`config.mk`:
```
export PLATFORM = sky130hd
export DESIGN_NAME = uart_rx
export DESIGN_NICKNAME = d
export VERILOG_FILES = /design/src/rtl/uart_rx.sv
export SDC_FILE = /design/constraint.sdc
export NUM_CORES = 1
export LEC_CHECK = 0
export ABC_AREA = 1
export BUFFER_PORTS_ARGS = -buffer_cell sky130_fd_sc_hd__buf_2
export CAP_MARGIN = 40
export CELL_PAD_IN_SITES_DETAIL_PLACEMENT = 1
export CELL_PAD_IN_SITES_GLOBAL_PLACEMENT = 2
export CORE_MARGIN = 2
export CORE_UTILIZATION = 32
export DETAILED_ROUTE_END_ITERATION = 8
export PLACE_DENSITY_LB_ADDON = 0.2
export SYNTH_ARGS = -nofsm -noshare
export SYNTH_HDL_FRONTEND = slang
export SYNTH_SLANG_ARGS = --single-unit
```
`constraint.sdc`:
```
create_clock -name clk -period 1.37 [get_ports clk]
set_clock_uncertainty 0.15 [all_clocks]
set_input_delay 0.137 -clock clk [delete_from_list [all_inputs] [get_ports clk]]
set_output_delay 0.137 -clock clk [all_outputs]
set_load 0.05 [all_outputs]
```
`src/rtl/uart_rx.sv`:
```
// 8N1 UART receiver with 2-flop input synchronizer, mid-bit sampling and a one-byte output register.
// Byte visible 2+BIT_CYC/2+9*BIT_CYC edges after the start edge; rdy_rx never stalls reception, and a full register drops the new byte and pulses ovr_rx.
module uart_rx #(
  parameter int BIT_CYC = 16
) (
  input  logic       clk,
  input  logic       rstn,
  input  logic       rxd,
  input  logic       rdy_rx,
  output logic       vld_rx,
  output logic [7:0] d_rx,
  output logic       err_rx,
  output logic       ovr_rx
);

  localparam int CW = $clog2(BIT_CYC);
  localparam logic [CW-1:0] HALF_M1 = CW'(BIT_CYC / 2 - 1);
  localparam logic [CW-1:0] FULL_M1 = CW'(BIT_CYC - 1);

  typedef enum logic [2:0] {IDLE, START, DATA, STOP, BRK} state_t;

  state_t          state, state_nxt;
  logic [CW-1:0]   cnt;
  logic [2:0]      idx;
  logic [7:0]      shreg;
  logic            rx_s1, rxs;
  logic            half_hit, full_hit;
  logic            shift_en, done, frm_err, xfer;

  always_ff @(posedge clk or negedge rstn) begin
    if (!rstn) begin
      rx_s1 <= 1'b1;
      rxs   <= 1'b1;
    end else begin
      rx_s1 <= rxd;
      rxs   <= rx_s1;
    end
  end

  assign half_hit = (cnt == HALF_M1);
  assign full_hit = (cnt == FULL_M1);

  always_ff @(posedge clk or negedge rstn) begin
    if (!rstn) state <= IDLE;
    else       state <= state_nxt;
  end

  always_comb begin
    state_nxt = state;
    case (state)
      IDLE:  if (!rxs) state_nxt = START;
      START: if (half_hit) state_nxt = rxs ? IDLE : DATA;
      DATA:  if (full_hit && idx == 3'd7) state_nxt = STOP;
      STOP:  if (full_hit) state_nxt = rxs ? IDLE : BRK;
      BRK:   if (rxs) state_nxt = IDLE;
      default: state_nxt = IDLE;
    endcase
  end

  always_comb begin
    shift_en = (state == DATA) && full_hit;
    done     = (state == STOP) && full_hit && rxs;
    frm_err  = (state == STOP) && full_hit && !rxs;
  end

  // Counter restarts at every sampling point so each bit is timed from the previous sample.
  always_ff @(posedge clk or negedge rstn) begin
    if (!rstn) begin
      cnt   <= '0;
      idx   <= 3'd0;
      shreg <= 8'h00;
    end else begin
      case (state)
        START: begin
          cnt <= half_hit ? '0 : cnt + CW'(1);
          if (half_hit) idx <= 3'd0;
        end
        DATA, STOP: cnt <= full_hit ? '0 : cnt + CW'(1);
        default: cnt <= '0;
      endcase
      if (shift_en) begin
        shreg <= {rxs, shreg[7:1]};
        idx   <= idx + 3'd1;
      end
    end
  end

  assign xfer = vld_rx && rdy_rx;

  // A transfer on the completion edge frees the register, so the new byte takes its place.
  always_ff @(posedge clk or negedge rstn) begin
    if (!rstn) begin
      vld_rx <= 1'b0;
      d_rx   <= 8'h00;
      err_rx <= 1'b0;
      ovr_rx <= 1'b0;
    end else begin
      if (done && (!vld_rx || xfer)) begin
        d_rx   <= shreg;
        vld_rx <= 1'b1;
      end else if (xfer) begin
        vld_rx <= 1'b0;
      end
      err_rx <= frm_err;
      ovr_rx <= done && vld_rx && !xfer;
    end
  end

endmodule

```
==> metrics.txt <==
hold path startpoint rdy_rx; largest net degree at the start of global routing 32; vias in the first global route 1241; via count 1131; CTS tree done; Clock transition at path regs 70 ps; XOR/XNOR Fraction of Synth Area 0.00638; #FFs+latches synth 31; row cnt 23; cell taking the most area after synthesis dfrtp_1; vias per cell 4.79; CP Launch Type flip-flop; mux share of post-synthesis cell area 0; Setup TNS Final -1600 ps; die span in y 69.5 um; Slew Limit Fails 0; dpl ws -185 ps; Synth Area in Adders 0.0273; period utilisation layout 1.09; Worst-Skew Late Latency 280 ps; drt initial violations 54; initial antenna violation count 0; CP Max Fanout 8; Syn. warnings 0; CTS Buf Count 5; syn_area_per_cell 9.47 sq um; worst slew pin tran 403 ps; Critical Path Source cnt[0]; Placement Cell Area 1620 sq um; leakage power 0.960 nW; CTS sink cnt 31; upper clock frequency limit 669 MHz; Syn Inst Count 145; initial core utilization 0.339; Non-Filler Instances 236; metal2 WL 1770 um; worst hold slack 109 ps; reg2reg setup slack -120 ps; routability congestion estimate 0.815; Peak VDD IR 665 uV; status finished with violations; most common cell after layout, fill and taps aside nand2_1; worst path required time 1400 ps; Hold Crit Class input pin to flip-flop; share of post-route cells with drive strength above 1 0.468; DRT Pass-1 Iters 4; n_diodes 0; post-synth top area share 0.528; post-synth cell types 22; Crit Path Class flip-flop to flip-flop; PortBufs 14; final setup fails 23; P&R area growth vs syn 39.2%; failing checks setup timing; post-synthesis simple-gate area fraction 0.243; Final WS setup -125 ps; die width 69.5 um; RSZ-0062 raised after global routing yes; CORE AREA 4060 sq um; I/O pin count 15; Layout Nets 192; hpwl dp 2240 um; R2R depth 6; met1 wire length 1500 um; Slew HR 0.731; FF-to-FF Start cnt[0]; Cells on Worst Hold Path 4; max_cap viols 0; WL/cell 14.4 um; endpoint class of the critical path flip-flop; largest family of logic cells by synthesized area simple AND/OR/NAND/NOR gates; arrival time at the worst endpoint 1520 ps; Syn Nets 152; Post-DRT Antenna Nets 0; synth top area cells dfrtp_1 53%, nand2_1 10%, inv_1 4.9%, dfstp_2 3.8%, o21ai_2 3.8%; Cell Pwr Density 1490 nW/um^2; synthesized area 1370 sq um; post-layout min period 1490 ps; post-placement cell count 222; # H-tree levels 2; met3 wire len 85 um; maximum clock path buffer count 2; post-synthesis sequential area ratio 0.566; all-layer global routing usage 0.153; most frequent cells in the layout 29 x nand2_1, 27 x dfrtp_1, 15 x inv_1; die area 4830 sq um; final hold violations 0; drt drc 0; CTS root buffer clkbuf_8; WL final 3400 um; first-pass GRT wire length 5800 um; design area 1910 sq um; highest metal used met4; Remaining Overflow, GRT 0; post-synthesis compound-gate area fraction 0.0911
==> through the flow <==
stage | util | total power (W)
global placement | 0.399 | 0.00178
finish | 0.471 | 0.00284
floorplan | - | 0.00151
global route | 0.471 | 0.00304
detailed placement | 0.399 | 0.00181
CTS | 0.451 | 0.00276
==> synth_stat cells (all sizes together) <==
cell type and n:
buf 2, a21oi 2, nand4 1, dfrtp 29, nand2 41, nor2 16
inv 19, xor2 1, or2 1, o21ai 16, dfstp 2, o22ai 2
nand3 10, ha 3
==> kinds of logic after synthesis <==
group / after synthesis
simple gates: 69
xor+xnor: 1
flops: 31
fa+ha+maj: 3
buf+inv: 21
compound gates: 20
==> critical path: stages (launching register included) <==
cell and delay, ps:
dfrtp_1 400, ha_4 180, nand3_4 120, nor2_4 190, nand3_4 180, nand2_1 120
o21ai_2 50
==> routing by layer <==
metal	vias to the layer above	global-route usage
met2	13	0.256
met5	-	0
met1	569	0.189
met3	4	0.0320
met4	0	0.0719
li1	545	-
==> final timing paths <==
| path | end |
|---|---|
| max in group asynchronous | rxs |
| worst max-delay path | d_rx[2] |
| worst min register to register | rxs |
| worst max register to register | d_rx[2] |
| worst min-delay path | ovr_rx |
| min in group asynchronous | shreg[2] |
==> final cells by class <==
cell class	count	area, sq um
multi-input combinational	94	637
fill	464	2150
timing repair buffer	34	240
tap	50	62.6
clock buffer	6	82.6
sequential	31	781
clock inverter	2	35.0
inverter	19	73.8
==> timing repair <==
action	CTS	global route
resized for setup	22	25
endpoints found under the hold margin	30	0
gates cloned	1	0
hold buffers	2	0
buffers inserted	3	4
endpoints found under the setup margin	24	26
pin swaps	7	8
==> state kept, by name (all words and copies together) (netlist names), 3 cells and up <==
signal / flops
idx: 3
shreg: 8
d_rx: 8
cnt: 4
state: 3
==> power by group <==
group	internal [W]	switching (W)	leakage [nW]
logic	0.000368	0.000426	0.483
clock network	0.000588	0.000342	0.0612
registers	0.00100	0.000116	0.416
No activity file was read; power rests on OpenSTA's default activity.
